### config.mk
export PLATFORM = sky130hd
export DESIGN_NAME = bht_access_arbiter_flat
export DESIGN_NICKNAME = d
export VERILOG_FILES = /design/src/rtl/bht_pkg.sv /design/src/rtl/bht_access_arbiter_if.sv /design/src/rtl/bht_state_next.sv /design/src/rtl/bht_access_arbiter.sv /design/src/flat_wrapper.sv
export SDC_FILE = /design/constraint.sdc
export NUM_CORES = 1
export LEC_CHECK = 0
export CAP_MARGIN = 20
export CORE_MARGIN = 1
export CORE_UTILIZATION = 59
export DETAILED_ROUTE_END_ITERATION = 12
export GPL_TIMING_DRIVEN = 0
export PLACE_DENSITY = 0.79
export SYNTH_ARGS = -nofsm -noshare
export SYNTH_HDL_FRONTEND = slang
export SYNTH_HIERARCHICAL = 1
export SYNTH_SLANG_ARGS = --single-unit
### constraint.sdc
create_clock -name clk -period 2.9 [get_ports clk]
set_input_delay 0.435 -clock clk [delete_from_list [all_inputs] [get_ports clk]]
set_output_delay 0.435 -clock clk [all_outputs]
set_load 0.03 [all_outputs]
### src/rtl/bht_pkg.sv
// Shared types for the branch history table arbiter: predictor encoding,
// arbiter states and the queued update entry.
package bht_pkg;

  typedef logic [1:0] bht_state_t;

  localparam bht_state_t SNT = 2'b00;
  localparam bht_state_t WNT = 2'b01;
  localparam bht_state_t ST  = 2'b10;
  localparam bht_state_t WT  = 2'b11;

  typedef enum logic {INIT, RUN} arb_state_t;

  // The update entry is sized for the default table; ENTRIES on the top must match.
  localparam int unsigned BHT_ENTRIES = 16;
  localparam int unsigned BHT_IDX_W   = $clog2(BHT_ENTRIES);

  typedef struct packed {
    logic [BHT_IDX_W-1:0] index;
    logic                 mispredicted;
  } upd_entry_t;

endpackage

### src/rtl/bht_access_arbiter_if.sv
// Fetch lookup/response and execute update channels of the BHT arbiter.
interface bht_access_arbiter_if #(
  parameter int unsigned ENTRIES = 16
) ();
  localparam int unsigned IdxW = $clog2(ENTRIES);

  logic            lookup_valid;
  logic            lookup_ready;
  logic [IdxW-1:0] lookup_index;
  logic            resp_valid;
  logic            resp_taken;
  logic            upd_valid;
  logic            upd_ready;
  logic [IdxW-1:0] upd_index;
  logic            upd_mispredicted;

  modport master (
    output lookup_valid, lookup_index, upd_valid, upd_index, upd_mispredicted,
    input  lookup_ready, resp_valid, resp_taken, upd_ready
  );

  modport slave (
    input  lookup_valid, lookup_index, upd_valid, upd_index, upd_mispredicted,
    output lookup_ready, resp_valid, resp_taken, upd_ready
  );
endinterface

### src/rtl/bht_state_next.sv
// Two-bit predictor transition: a miss walks toward the opposite prediction,
// a hit settles into the strong state of the current prediction.
module bht_state_next
  import bht_pkg::*;
(
  input  bht_state_t cur_i,
  input  logic       mispredicted_i,
  output bht_state_t nxt_o
);

  always_comb begin
    nxt_o = cur_i;
    unique case (cur_i)
      SNT: nxt_o = mispredicted_i ? WNT : SNT;
      WNT: nxt_o = mispredicted_i ? ST  : SNT;
      ST:  nxt_o = mispredicted_i ? WT  : ST;
      WT:  nxt_o = mispredicted_i ? SNT : ST;
    endcase
  end

endmodule

### src/rtl/bht_access_arbiter.sv
// Branch history table with a single access slot shared between fetch lookups
// (priority) and a queue of execute-side updates, plus the clear sweep.
module bht_access_arbiter
  import bht_pkg::*;
#(
  parameter int unsigned ENTRIES      = BHT_ENTRIES,
  parameter int unsigned UPD_DEPTH    = 4,
  parameter int unsigned STARVE_LIMIT = 3
) (
  input  logic                       clk,
  input  logic                       rst_n,
  input  logic                       clr,
  bht_access_arbiter_if.slave        bus,
  output logic                       init_done
);

  localparam int unsigned IdxW = $clog2(ENTRIES);
  localparam int unsigned PtrW = $clog2(UPD_DEPTH);
  localparam int unsigned StW  = $clog2(STARVE_LIMIT + 1);

  arb_state_t      state_q, state_d;
  logic [IdxW-1:0] sweep_q, sweep_d;
  logic [PtrW:0]   wr_q, wr_d, rd_q, rd_d;
  logic [StW-1:0]  starve_q, starve_d;
  logic            resp_valid_q, resp_valid_d;
  logic            resp_taken_q, resp_taken_d;

  upd_entry_t fifo_q  [UPD_DEPTH];
  bht_state_t table_q [ENTRIES];

  logic       run, fifo_empty, fifo_full, starved;
  logic       lookup_fire, push, pop;
  upd_entry_t head;
  bht_state_t head_nxt;

  assign run        = (state_q == RUN);
  assign fifo_empty = (wr_q == rd_q);
  assign fifo_full  = (wr_q[PtrW] != rd_q[PtrW]) && (wr_q[PtrW-1:0] == rd_q[PtrW-1:0]);
  assign starved    = !fifo_empty && (starve_q == StW'(STARVE_LIMIT));

  // Readies come from registered state only, so fetch never sees a comb path.
  assign bus.lookup_ready = run && !starved;
  assign bus.upd_ready    = run && !fifo_full;
  assign bus.resp_valid   = resp_valid_q;
  assign bus.resp_taken   = resp_taken_q;
  assign init_done        = run;

  assign lookup_fire = bus.lookup_valid && bus.lookup_ready;
  assign push        = bus.upd_valid && bus.upd_ready;
  assign pop         = run && !lookup_fire && !fifo_empty;
  assign head        = fifo_q[rd_q[PtrW-1:0]];

  bht_state_next u_state_next (
    .cur_i          (table_q[head.index]),
    .mispredicted_i (head.mispredicted),
    .nxt_o          (head_nxt)
  );

  always_comb begin
    state_d = state_q;
    sweep_d = sweep_q;
    unique case (state_q)
      INIT: begin
        sweep_d = sweep_q + 1'b1;
        if (sweep_q == IdxW'(ENTRIES - 1)) state_d = RUN;
      end
      RUN: ;
    endcase
    if (clr) begin
      state_d = INIT;
      sweep_d = '0;
    end
  end

  always_comb begin
    wr_d     = clr ? '0 : wr_q + (PtrW + 1)'(push);
    rd_d     = clr ? '0 : rd_q + (PtrW + 1)'(pop);
    starve_d = '0;
    if (!clr && lookup_fire && !fifo_empty) begin
      starve_d = (starve_q == StW'(STARVE_LIMIT)) ? starve_q : starve_q + 1'b1;
    end
    resp_valid_d = lookup_fire;
    resp_taken_d = lookup_fire && table_q[bus.lookup_index][1];
  end

  always_ff @(posedge clk or negedge rst_n) begin
    if (!rst_n) begin
      state_q      <= INIT;
      sweep_q      <= '0;
      wr_q         <= '0;
      rd_q         <= '0;
      starve_q     <= '0;
      resp_valid_q <= 1'b0;
      resp_taken_q <= 1'b0;
    end else begin
      state_q      <= state_d;
      sweep_q      <= sweep_d;
      wr_q         <= wr_d;
      rd_q         <= rd_d;
      starve_q     <= starve_d;
      resp_valid_q <= resp_valid_d;
      resp_taken_q <= resp_taken_d;
    end
  end

  // Storage arrays carry no reset; the sweep initialises the table.
  always_ff @(posedge clk) begin
    if (state_q == INIT) begin
      table_q[sweep_q] <= SNT;
    end else if (pop) begin
      table_q[head.index] <= head_nxt;
    end
    if (push) begin
      fifo_q[wr_q[PtrW-1:0]] <= '{index: bus.upd_index, mispredicted: bus.upd_mispredicted};
    end
  end

endmodule

### src/flat_wrapper.sv
// flat-port wrapper written by rule: the top's interface ports become plain ports
module bht_access_arbiter_flat import bht_pkg::*;
#(
  parameter int unsigned ENTRIES      = BHT_ENTRIES,
  parameter int unsigned UPD_DEPTH    = 4,
  parameter int unsigned STARVE_LIMIT = 3
)
  (clk, rst_n, clr, init_done, bus_lookup_valid, bus_lookup_index, bus_upd_valid, bus_upd_index, bus_upd_mispredicted, bus_lookup_ready, bus_resp_valid, bus_resp_taken, bus_upd_ready);
  bht_access_arbiter_if #(.ENTRIES(ENTRIES)) bus_i ();
  input  logic clk;
  input  logic rst_n;
  input  logic clr;
  output logic init_done;
  input wire logic [$bits(bus_i.lookup_valid)-1:0] bus_lookup_valid;
  input wire logic [$bits(bus_i.lookup_index)-1:0] bus_lookup_index;
  input wire logic [$bits(bus_i.upd_valid)-1:0] bus_upd_valid;
  input wire logic [$bits(bus_i.upd_index)-1:0] bus_upd_index;
  input wire logic [$bits(bus_i.upd_mispredicted)-1:0] bus_upd_mispredicted;
  output wire logic [$bits(bus_i.lookup_ready)-1:0] bus_lookup_ready;
  output wire logic [$bits(bus_i.resp_valid)-1:0] bus_resp_valid;
  output wire logic [$bits(bus_i.resp_taken)-1:0] bus_resp_taken;
  output wire logic [$bits(bus_i.upd_ready)-1:0] bus_upd_ready;
  assign bus_i.lookup_valid = bus_lookup_valid;
  assign bus_i.lookup_index = bus_lookup_index;
  assign bus_i.upd_valid = bus_upd_valid;
  assign bus_i.upd_index = bus_upd_index;
  assign bus_i.upd_mispredicted = bus_upd_mispredicted;
  assign bus_lookup_ready = bus_i.lookup_ready;
  assign bus_resp_valid = bus_i.resp_valid;
  assign bus_resp_taken = bus_i.resp_taken;
  assign bus_upd_ready = bus_i.upd_ready;
  bht_access_arbiter #(.ENTRIES(ENTRIES), .UPD_DEPTH(UPD_DEPTH), .STARVE_LIMIT(STARVE_LIMIT)) u_core (.clk(clk), .rst_n(rst_n), .clr(clr), .bus(bus_i), .init_done(init_done));
endmodule
# After elaboration in Yosys (flattened, before gate mapping)
# Memory sizes are Yosys's and may differ from the RTL's.
# Index checks and enable logic that the tools add are counted.
# totals
regBits,15
latchBits,0
ram_bits,52
rom_bits,0
input_bits,14
output_inout_bits,5
elab_cells,64
memories,2
# op_classes
add_sub_neg,4
mul,0
n_div,0
magnitude_cmp,0
eq_ne,10
shift,0
muxes,23
bitwise,0
n_reduce_logical,18
# memory_table
name,depth,width,rd,rd_clocked_by_memory_dff,write_ports,line,text
u_core.table_q,16,2,2,0,1,bht_access_arbiter.sv:29,bht_state_t table_q [ENTRIES];
u_core.fifo_q,4,5,1,0,1,bht_access_arbiter.sv:28,upd_entry_t fifo_q [UPD_DEPTH];
# ops
operator,n
1-bit two-way mux,12
4-bit two-way mux,3
1-bit logical AND,11
2-bit two-way mux,5
2-bit case mux with 4 select lines,1
3-bit by 1-bit adder with 3-bit output,2
"2-bit == test, second input constant",3
3-bit two-way mux,2
1-bit logical NOT,5
"4-bit by 1-bit adder with 4-bit output, second input constant",1
"4-bit == test, second input constant",1
"2-bit != test, second input constant",2
3-bit == test,1
"2-bit by 1-bit adder with 2-bit output, second input constant",1
"2-bit by 1-bit == test with 1-bit output, second input constant",1
2-bit == test,1
2-bit logical NOT,1
2-bit OR reduction,1
1-bit != test,1

# Longest topological paths before layout
# depth
ltp_word,14
ltp_mapped,11
ltp_nobuf,8

# Hierarchy
# The synthesis kept the hierarchy.
# by_module_without_submodules
module,n_inst,cells_per_inst,area_each_um2,seq_area_each_um2
bht_access_arbiter,1,202,3083.0,1936.9
bht_state_next,1,3,21.3,0.0

# Least setup slack after synthesis
# OpenSTA, ideal clock, no wires.
# synth_timing
path_type,register to register
from,register u_core.rd_q[0]
to,memory u_core/table_q[0][0] (netlist name) (data pin)
setup_ns,0.297
arrival_time_ns,2.144
t_required_ns,2.603
slack_ns,0.459
path_stages_with_launch,11
n_path_buf,3
period_less_slack_ns,2.441
cell_sequence,dfrtp_1 > buf_6 > mux4_2 > buf_6 > buf_12 > mux2i_1 > mux2i_1 > mux2i_1 > mux2i_1 > and2b_2 > and2_1
# synth_between
elab_cells_between_ends,23
classes_between,4 x eq/ne; 7 x mux; 10 x reduce/logical; 2 x memory
# synth_lines
element,line,text
"start, declared",bht_access_arbiter.sv:23,"logic [PtrW:0] wr_q, wr_d, rd_q, rd_d;"
"start signal, assigned",bht_access_arbiter.sv:99,rd_q <= rd_d;
memory 4 x 5 bit *,n/a,
memory 16 x 2 bit,n/a,
2-bit == test (tied with other cells),bht_state_next.sv:13,unique case (cur_i)
2-bit case mux with 4 select lines *,bht_state_next.sv:13,
net u_core.head_nxt[0],bht_access_arbiter.sv:34,bht_state_t head_nxt;
2-bit two-way mux (no source line) *,n/a,
"end, declared",bht_access_arbiter.sv:29,
# Mark *: on every way through the listed nets, which the timed path passes. The rest lies on a longest branch.

# Worst setup path after layout
# layout_timing
from,register u_core.rd_q[0]
to,memory u_core/table_q[13][0] (netlist name) (data pin)
# Same word-level chain as after synthesis.

==> results.py <==
metrics = {
    "outcome": {
        "status": "finished clean",
    },
    "cts": {
        "clk_pin_slew_ns": 0.07,
        "cts_buffer_depth": 2,
        "clock-sinks": 67,
        "cts_tree": "built",
        "clk-insertion-delay-late_ns": 0.34,
        "cts_root_buffer": "clkbuf_8",
        "htreeDepth": 3,
        "cts_buffers": 9,
        "cts_setup_buffers": 0,
    },
    "setup_path": {
        "endpoint": "u_core/table_q[13][0]",
        "crit_fanout": 16,
        "arrival_ns": 2.76,
        "start_kind": "register",
        "timing.rr.end": "u_core/table_q[13][0]",
        "worstReg2RegStart": "u_core/rd_q[0]",
        "worstRegToRegCells": 10,
        "cp-end-kind": "register",
        "crit_required_ns": 2.95,
        "critPathLaunch": "u_core/rd_q[0]",
        "r2r_slack_ns": 0.19,
        "path_class": "reg2reg",
    },
    "sta": {
        "period_minus_slack_ns": 2.71,
        "max_freq_ghz": 0.369,
        "drv_slew": 0,
        "final_hold_viol_count": 0,
        "setup_tns_ns": 0,
        "skew_ns": 0.00915,
        "worst_slew_pin_slew_ns": 0.795,
        "rsz0062_at_grt": "no",
        "fin_ws_ns": 0.189,
        "setup_viol": 0,
        "finalCritPeriodShare_pct": 93.5,
        "maxSlewHeadroom_pct": 46.9,
    },
    "global_route": {
        "grt_pass1_vias": 1718,
        "antenna_found_initial": 0,
        "grt.overflow.total": 0,
        "grt_max_degree": 17,
        "grt_pass1_wl_um": 8270,
        "grt.total_usage_pct": 21.8,
    },
    "floorplanning": {
        "die-area_um2": 5560,
        "pin_count": 19,
        "core_area_um2": 5070,
        "rows": 26,
        "start_util_pct": 61.2,
        "die_w_um": 74.5,
        "die_y_um": 74.5,
    },
    "routing": {
        "wl_per_cell_um": 17.0,
        "drt-initial-drc-count": 153,
        "route.antenna.remaining_nets": 0,
        "vias": 1729,
        "drt_first_pass_iters": 4,
        "vias_per_cell": 5.61,
        "finalWirelength_um": 5230,
        "drc": 0,
    },
    "layout": {
        "nets": 254,
        "num-fill-cells": 374,
        "synthToLayoutAreaGrowth_pct": 14.4,
        "mostFrequentLayoutCell": "edfxtp_1",
        "final_cell_mix": "edfxtp_1 (52), mux2i_1 (32), nor2_1 (26)",
        "drive_gt1_share_pct": 10.9,
        "insertedDiodeCount": 0,
    },
    "placed_design": {
        "portBuffers": 18,
        "gp_congestion": 0.749,
        "dp_hpwl_um": 3790,
        "dpl_worst_slack_ns": 0.0237,
    },
    "yosys": {
        "syn_area_um2": 3100,
        "postSynthCellCount": 205,
        "ys_ff_latch": 67,
        "yosysSeqAreaShare_pct": 62.4,
        "syn_avg_cell_area_um2": 15.1,
        "synth_warnings": 6,
        "yosysUniqueCellTypes": 32,
        "synth_nets": 225,
    },
    "flow_run": {
        "max_cap_violations": 0,
    },
    "hold_path": {
        "hold_class": "in2async",
    },
    "power": {
        "power_per_cell_area_nw_per_um2": 514,
        "leakage_nw": 1.45,
        "vdd_ir_drop_max_mv": 0.381,
    },
}
-- metrics by stage --
| step | area, um2 | hold slack (ns) | power [mW] | std cells | util [%] |
|---|---|---|---|---|---|
| final | 3550 | 0.509 | 1.83 | 308 | 70.0 |
| after global routing | 3550 | 0.539 | 1.90 | 308 | 70.0 |
| after CTS | 3550 | 0.518 | 1.84 | 308 | 69.9 |
| after detailed placement | 3370 | 0.586 | 1.15 | 293 | 66.4 |
| after global placement | 3370 | 0.578 | 1.15 | 293 | 66.4 |
| after floorplan | 3100 | 0.139 | 1.11 | 205 | - |
-- worst max-delay path, stage by stage (launching register included) --
cell and delay, ns:
dfrtp_1 0.37, buf_6 0.14, mux4_2 0.50, buf_6 0.18, buf_12 0.15, mux2i_1 0.11
mux2i_1 0.16, mux2i_1 0.14, mux2i_1 0.17, and2b_2 0.23, and2_2 0.26
-- registers in the layout, indices dropped and copies added, names as in the netlist --
register,flops
u_core/sweep_q,4
u_core/fifo_q,20
u_core/wr_q,3
u_core/starve_q,2
u_core/bus.resp_valid,1
u_core/rd_q,3
u_core/bus.resp_taken,1
u_core/init_done,1
u_core/table_q,32
-- synth_stat cells --
cell type	count	area share (%)
a31oi_1	5	1.0
a32oi_1	4	1.1
and2_1	2	0.40
and2b_2	1	0.28
and3_1	2	0.40
buf_12	1	0.64
buf_2	1	0.16
buf_6	2	0.73
clkbuf_1	2	0.24
clkbuf_4	1	0.24
clkinv_1	1	0.12
clkinv_2	1	0.16
dfrtp_1	15	12
edfxtp_1	52	50
ha_1	6	2.4
inv_1	6	0.73
mux2i_1	32	10
mux4_1	4	3.4
mux4_2	6	4.4
nand2_1	5	0.60
nand2b_1	1	0.20
nand3_1	1	0.16
nor2_1	26	3.1
nor2b_1	6	1.2
nor3_1	3	0.48
nor3b_1	3	0.73
nor4_1	2	0.40
o21a_1	1	0.24
o311a_1	1	0.32
o31a_1	1	0.28
xnor2_1	6	1.7
xor2_1	5	1.4
-- logic make-up after synthesis --
| family | count (synthesis) | share of synthesized area (%) |
|---|---|---|
| buffers and inverters | 15 | 3.02 |
| and+or+nand+nor | 52 | 8.02 |
| DFF | 67 | 62.4 |
| AOI/OAI and AO/OA | 12 | 2.98 |
| xor gates and xnor gates | 11 | 3.10 |
| adders and majority gates | 6 | 2.42 |
| muxes | 42 | 18.1 |
-- timing repair --
item,CTS,global route
hold buffers,0,0
endpoints found under the setup margin,16,17
gates resized for setup,1,2
-- metal layers --
layer | wire length, um | vias to the layer above | track usage [%]
met1 | 2200 | 833 | 28.0
li1 | - | 835 | -
met4 | 89 | 0 | 8.39
met5 | 0 | - | 0
met3 | 297 | 9 | 8.13
met2 | 2640 | 52 | 34.0
-- power by group --
part	switching, mW	internal, mW
Clock	0.316	0.381
Sequential	0.00917	1.04
Combinational	0.0401	0.0372
-- worst min path at each step --
stage | startpoint | end | depth (start not counted)
final | rst_n | u_core/sweep_q[3] | 1
after global routing | rst_n | u_core/sweep_q[3] | 1
after CTS | rst_n | u_core/sweep_q[2] | 1
after detailed placement | u_core/sweep_q[2] | u_core/sweep_q[2] | 2
after global placement | u_core/wr_q[2] | u_core/wr_q[2] | 2
after floorplan | rst_n | u_core/bus.resp_taken | 0
-- cell type report --
class,instances,area (um2),area share [%]
Sequential cell,67,1940,54.5
Buffer,7,62.6,1.76
Tap cell,70,87.6,2.47
Clock inverter,5,45.0,1.27
Multi-Input combinational cell,123,1080,30.4
Clock buffer,10,128,3.59
Timing Repair Buffer,18,180,5.07
Inverter,8,31.3,0.881
Note: power is estimated with default switching activity, not from simulation.
